<file path="src/rtl/onehot_rr_arbiter_pkg.sv">
// onehot_pkg: shared state type and circular one-hot selection helpers
package onehot_pkg;
  localparam int MAX_N = 64;
  localparam int MAX_W = 6;
  typedef enum logic {IDLE, GRANT} state_t;
  function automatic int onehot_to_idx(input logic [MAX_N-1:0] oh);
    int r;
    r = 0;
    for (int i = 0; i < MAX_N; i++) if (oh[i]) r = r | i;
    return r;
  endfunction
  // Scans ptr, ptr+1, ... wrapping at n, and returns the first requester as one-hot.
  function automatic logic [MAX_N-1:0] rr_select(input logic [MAX_N-1:0] req, input int ptr, input int n);
    logic [MAX_N-1:0] r;
    int k;
    r = '0;
    for (int i = 0; i < MAX_N; i++) begin
      k = (ptr + i >= n) ? ptr + i - n : ptr + i;
      if (i < n && r == '0 && req[k[MAX_W-1:0]]) r[k[MAX_W-1:0]] = 1'b1;
    end
    return r;
  endfunction
endpackage

</file>
<file path="src/rtl/onehot_rr_arbiter_if.sv">
// onehot_rr_arbiter_if: request vector in, registered one-hot select and index out
interface onehot_rr_arbiter_if #(parameter int N = 4, parameter int IDXW = $clog2(N));
  logic [N-1:0] req_i;
  logic [N-1:0] gnt_o;
  logic gnt_valid_o;
  logic [IDXW-1:0] gnt_idx_o;
  modport master(input req_i, output gnt_o, gnt_valid_o, gnt_idx_o);
  modport slave(output req_i, input gnt_o, gnt_valid_o, gnt_idx_o);
endinterface

</file>
<file path="src/rtl/onehot_rr_arbiter_pick.sv">
// rr_priority_pick: combinational circular priority picker starting at ptr
module rr_priority_pick
  import onehot_pkg::*;
#(
  parameter int N = 4,
  parameter int IDXW = $clog2(N)
) (
  input  logic [N-1:0]    req,
  input  logic [IDXW-1:0] ptr,
  output logic [N-1:0]    onehot,
  output logic [IDXW-1:0] idx,
  output logic            any
);
  logic [MAX_N-1:0] sel;
  assign sel = rr_select(MAX_N'(req), int'(ptr), N);
  assign onehot = sel[N-1:0];
  assign idx = IDXW'(onehot_to_idx(sel));
  assign any = |onehot;
endmodule

</file>
<file path="src/rtl/onehot_rr_arbiter.sv">
// onehot_rr_arbiter: round-robin arbiter with hold limit driving a registered one-hot select
module onehot_rr_arbiter
  import onehot_pkg::*;
#(
  parameter int N = 4,
  parameter int HOLD_MAX = 4,
  parameter int IDXW = $clog2(N)
) (
  input logic clk,
  input logic reset,
  onehot_rr_arbiter_if.master bus
);
  localparam int CW = (HOLD_MAX < 1) ? 1 : $clog2(HOLD_MAX + 1);
  state_t state, state_n;
  logic [N-1:0] gnt, gnt_n, a_oh, m_oh;
  logic [IDXW-1:0] idx, idx_n, ptr, ptr_n, a_idx, m_idx;
  logic [CW-1:0] cnt, cnt_n;
  logic a_any, m_any, hold, rotate;
  // The unmasked pick serves idle/release; the masked pick excludes the current holder for forced rotation.
  rr_priority_pick #(.N(N), .IDXW(IDXW)) u_pick_all (
    .req(bus.req_i), .ptr(ptr), .onehot(a_oh), .idx(a_idx), .any(a_any)
  );
  rr_priority_pick #(.N(N), .IDXW(IDXW)) u_pick_others (
    .req(bus.req_i & ~gnt), .ptr(ptr), .onehot(m_oh), .idx(m_idx), .any(m_any)
  );
  assign hold = (state == GRANT) && |(bus.req_i & gnt);
  assign rotate = hold && (HOLD_MAX != 0) && (cnt == CW'(HOLD_MAX)) && m_any;
  // Next-state: new grant on idle/release, forced hand-over at the hold limit, otherwise keep and count.
  always_comb begin
    state_n = state;
    gnt_n = gnt;
    idx_n = idx;
    ptr_n = ptr;
    cnt_n = cnt;
    if (!hold) begin
      state_n = a_any ? GRANT : IDLE;
      gnt_n = a_oh;
      idx_n = a_idx;
      cnt_n = a_any ? CW'(1) : '0;
      ptr_n = !a_any ? ptr : (a_idx == IDXW'(N - 1)) ? '0 : a_idx + 1'b1;
    end else if (rotate) begin
      gnt_n = m_oh;
      idx_n = m_idx;
      cnt_n = CW'(1);
      ptr_n = (m_idx == IDXW'(N - 1)) ? '0 : m_idx + 1'b1;
    end else begin
      cnt_n = (HOLD_MAX != 0 && cnt < CW'(HOLD_MAX)) ? cnt + 1'b1 : cnt;
    end
  end
  // State, pointer, counter and registered grant; reset clears everything at once.
  always_ff @(posedge clk or negedge reset) begin
    if (!reset) begin
      state <= IDLE;
      gnt <= '0;
      idx <= '0;
      ptr <= '0;
      cnt <= '0;
    end else begin
      state <= state_n;
      gnt <= gnt_n;
      idx <= idx_n;
      ptr <= ptr_n;
      cnt <= cnt_n;
    end
  end
  assign bus.gnt_o = gnt;
  assign bus.gnt_valid_o = |gnt;
  assign bus.gnt_idx_o = idx;
endmodule

</file>
<file path="src/flat_wrapper.sv">
// flat-port wrapper written by rule: the top's interface ports become plain ports
module onehot_rr_arbiter_flat import onehot_pkg::*;
#(
  parameter int N = 4,
  parameter int HOLD_MAX = 4,
  parameter int IDXW = $clog2(N)
)
  (clk, reset, bus_req_i, bus_gnt_o, bus_gnt_valid_o, bus_gnt_idx_o);
  onehot_rr_arbiter_if #(.N(N), .IDXW(IDXW)) bus_i ();
  input logic clk;
  input logic reset;
  input wire logic [$bits(bus_i.req_i)-1:0] bus_req_i;
  output wire logic [$bits(bus_i.gnt_o)-1:0] bus_gnt_o;
  output wire logic [$bits(bus_i.gnt_valid_o)-1:0] bus_gnt_valid_o;
  output wire logic [$bits(bus_i.gnt_idx_o)-1:0] bus_gnt_idx_o;
  assign bus_i.req_i = bus_req_i;
  assign bus_gnt_o = bus_i.gnt_o;
  assign bus_gnt_valid_o = bus_i.gnt_valid_o;
  assign bus_gnt_idx_o = bus_i.gnt_idx_o;
  onehot_rr_arbiter #(.N(N), .HOLD_MAX(HOLD_MAX), .IDXW(IDXW)) u_core (.clk(clk), .reset(reset), .bus(bus_i));
endmodule
</file>
<file path="config.mk">
export PLATFORM = sky130hd
export DESIGN_NAME = onehot_rr_arbiter_flat
export DESIGN_NICKNAME = d
export VERILOG_FILES = /design/src/rtl/onehot_rr_arbiter_pkg.sv /design/src/rtl/onehot_rr_arbiter_if.sv /design/src/rtl/onehot_rr_arbiter_pick.sv /design/src/rtl/onehot_rr_arbiter.sv /design/src/flat_wrapper.sv
export SDC_FILE = /design/constraint.sdc
export NUM_CORES = 1
export LEC_CHECK = 0
export ABC_AREA = 1
export BUFFER_PORTS_ARGS = -buffer_cell sky130_fd_sc_hd__buf_2
export CAP_MARGIN = 20
export CORE_ASPECT_RATIO = 1.2
export CORE_MARGIN = 5
export CORE_UTILIZATION = 40
export CTS_BUF_LIST = sky130_fd_sc_hd__clkbuf_2
export CTS_CLUSTER_DIAMETER = 100
export CTS_CLUSTER_SIZE = 28
export DETAILED_ROUTE_END_ITERATION = 7
export GPL_ROUTABILITY_DRIVEN = 0
export GPL_TIMING_DRIVEN = 0
export SYNTH_ARGS = -nofsm -noshare
export SYNTH_HDL_FRONTEND = slang
export SYNTH_SLANG_ARGS = --single-unit
</file>
<file path="constraint.sdc">
create_clock -name clk -period 3.5 [get_ports clk]
set_input_delay 0.35 -clock clk [delete_from_list [all_inputs] [get_ports clk]]
set_output_delay 0.35 -clock clk [all_outputs]
set_load 0.02 [all_outputs]
</file>
==> impl_metrics.ini <==
[layout]
fin_nets = 266
fin_area_sq_um = 1730
multi_input_area_sq_um = 1100
synthToLayoutAreaGrowth_pct = 9.97
fillers = 435
drive_above_1_share_pct = 27.2
seqCellArea_sq_um = 300
antenna_cells = 0

[worst_hold_path]
hp-class = in -> async

[sta]
fin_skew_ps = 18.1
setup_viol = 0
grt_setup_unrepaired = no
slew_viol_final = 0
worst-slew-pin-transition_ps = 503
post-route-period-util_pct = 85.0
slew_headroom_pct = 66.1
clock.fmax_mhz = 336
tns_ps = 0
hold_viol = 0
finalCriticalPeriod_ps = 2970

[status]
status = finished, final reports clean

[synth]
synthArstFlopShare_pct = 100
yosysSeqAreaShare_pct = 19.1
synth_nets = 248
synth_area_sq_um = 1570
ys_types = 29
synth_top_area_share_pct = 19.1
ys_ff_latch = 12
synth.most_common_cell = nand2_1
synth_area_leaders = dfrtp_1, nand2_1, nand3_1
synthFlopType = dfrtp_1
ys_warn_count = 0
synth_top_cell_by_area = dfrtp_1
syn_inst = 233
syn_area_per_cell_sq_um = 6.73
synth_commonest_cells = nand2_1, nand3_1, inv_1, nand4_1
synth_edf_count = 0

[clocking]
clock-sinks = 12
h-tree-depth = 1
clk_pin_slew_ps = 140
clockBufferDepth = 2
clk_latency_ps = 270
cts_made_buffers = 3
cts_tree = yes
root_buffer = clkbuf_2

[global_route]
antenna_found_initial = 0
gr-usage-all-layers_pct = 15.1
met3_usage_pct = 0.858
gr-usage-met1_pct = 18.1
grt_max_degree = 13
overflow = 0
grt_first_pass_wirelength_microns = 6320
grt_pass1_vias = 1393
grt_use_met2_pct = 28.1
top_usage_layer = met2

[floorplan]
die_y_microns = 78.6
design.core.area_sq_um = 3880
start_util_pct = 40.5
rows = 25
die_w_microns = 67.2
io_pins = 13
fp.dieArea_sq_um = 5280

[placed_design]
dp_hpwl_microns = 3020
io_buffers = 12
post_dp_cell_area_sq_um = 1700

[critical_path]
crit_buf_inv = 3
required_ps = 3720
crit_family = simple AND/OR/NAND/NOR gates
crit_slowest_cell = dfrtp_1
startpoint_type = flip-flop
critical_path.max_stage_delay_ps = 470
crit_top_cell = nand2_2
crit_fanout = 12
path_cells = buf_6 -> inv_8 -> ha_1 -> inv_1 -> nand4_1 -> nand3_2 -> nand4_1 -> nand3_2 -> nand3b_1 -> nand2_2 -> nor2_2 -> nand3_2 -> o21bai_1 -> nor2_1 -> nand2_2 -> nand2_2 -> nand2_2 -> nand2_1 -> o21ai_1
timing_worst_setup_path_type = reg -> reg
worstSetupEndpointType = flip-flop
cp.arrival_ps = 3190

[detailed_routing]
dr.pass1.iters = 4
finalWirelength_microns = 3650
vias = 1498
routed_via_density = 4.93
drtIter0Drc = 83
route.detailed.drc = 0
detail-route-antenna-nets = 0
routedWlPerCell_microns = 12.0

[flow_run]
drv_cap = 0
## cell usage in the layout, fill, tap and decap left out, types with 2 or more instances in the layout
master,instances
nand2_1,53
nand3_1,32
inv_1,29
buf_2,15
nand4_1,14
nand2_2,12
dfrtp_1,12
nor2_1,10
ha_1,9
nor2_2,8
nand3_2,7
nor2_4,6
o21ai_0,6
a21oi_1,4
o21ai_2,4
inv_2,3
nand2_4,3
nand3b_1,3
a22oi_1,3
clkbuf_2,3
o21ai_1,2
o21bai_2,2
## sequential cells by signal (all words and copies together), names as in the netlist
name                  cells
u_core.bus.gnt_o          4
u_core.state              1
u_core.ptr                2
u_core.cnt                3
u_core.bus.gnt_idx_o      2
## area by class of cell
| class | instances | share of cell area, % |
|---|---|---|
| multi-input combinational | 183 | 64.0 |
| tap | 54 | 3.92 |
| buffer | 5 | 1.96 |
| timing repair buffer | 13 | 4.06 |
| sequential | 12 | 17.4 |
| clock inverter | 1 | 0.218 |
| inverter | 33 | 7.61 |
| clock buffer | 3 | 0.870 |
## kinds of logic (layout without fill, tap and decap cells)
group	count (synthesis)	in the layout	synth area share, %
AND/OR/NAND/NOR	149	149	51.8
AO/OA/AOI/OAI	25	25	11.4
buffers and inverters	38	55	10.5
flip-flops	12	12	19.1
adder cells (fa/ha/maj)	9	9	7.18
## through the flow
step / setup slack (ps) / std cells / utilization, % / hold WS (ps)
5_1_grt: 204 / 304 / 44.5 / 446
4_1_cts: 508 / 304 / 44.5 / 459
3_5_place_dp: 537 / 299 / 43.7 / 247
2_1_floorplan: 978 / 233 / - / 54.4
6_report: 525 / 304 / 44.5 / 455
3_3_place_gp: 524 / 299 / 43.7 / 244
## routing by layer
metal | wire [microns] | vias to the layer above
met2 | 1970 | 7
met3 | 28 | 2
met4 | 20 | 0
met1 | 1640 | 686
li1 | - | 803
met5 | 0 | -
## worst register-to-register path, delay by kind of cell (launching register included)
family / cells / cell delay, ps
simple gates: 13 / 1430
buf+inv: 3 / 410
fa+ha+maj: 1 / 300
flops: 1 / 470
compound gates: 2 / 320
## timing repair
item / 4_1_cts / 5_1_grt
endpoints found under the hold margin: 12 / 0
hold buffers: 1 / 0
setup buffers: 0 / 0
gates resized for setup: 0 / 0
## path summary, 6_finish.rpt
| check | startpoint | to | slack [ps] | cells after the start |
|---|---|---|---|---|
| max in group asynchronous | reset | u_core.bus.gnt_o[2] | 2810 | 2 |
| min in group clk | u_core.bus.gnt_idx_o[1] | u_core.bus.gnt_idx_o[1] | 510 | 2 |
| min | reset | u_core.bus.gnt_idx_o[1] | 460 | 2 |
| max reg2reg | u_core.ptr[0] | u_core.ptr[0] | 530 | 19 |
| max | u_core.ptr[0] | u_core.ptr[0] | 530 | 19 |
| min reg2reg | u_core.bus.gnt_idx_o[1] | u_core.bus.gnt_idx_o[1] | 510 | 2 |
Power is not shown: default switching activity piles up to over one toggle a cycle in this logic, so the estimate is an artifact.
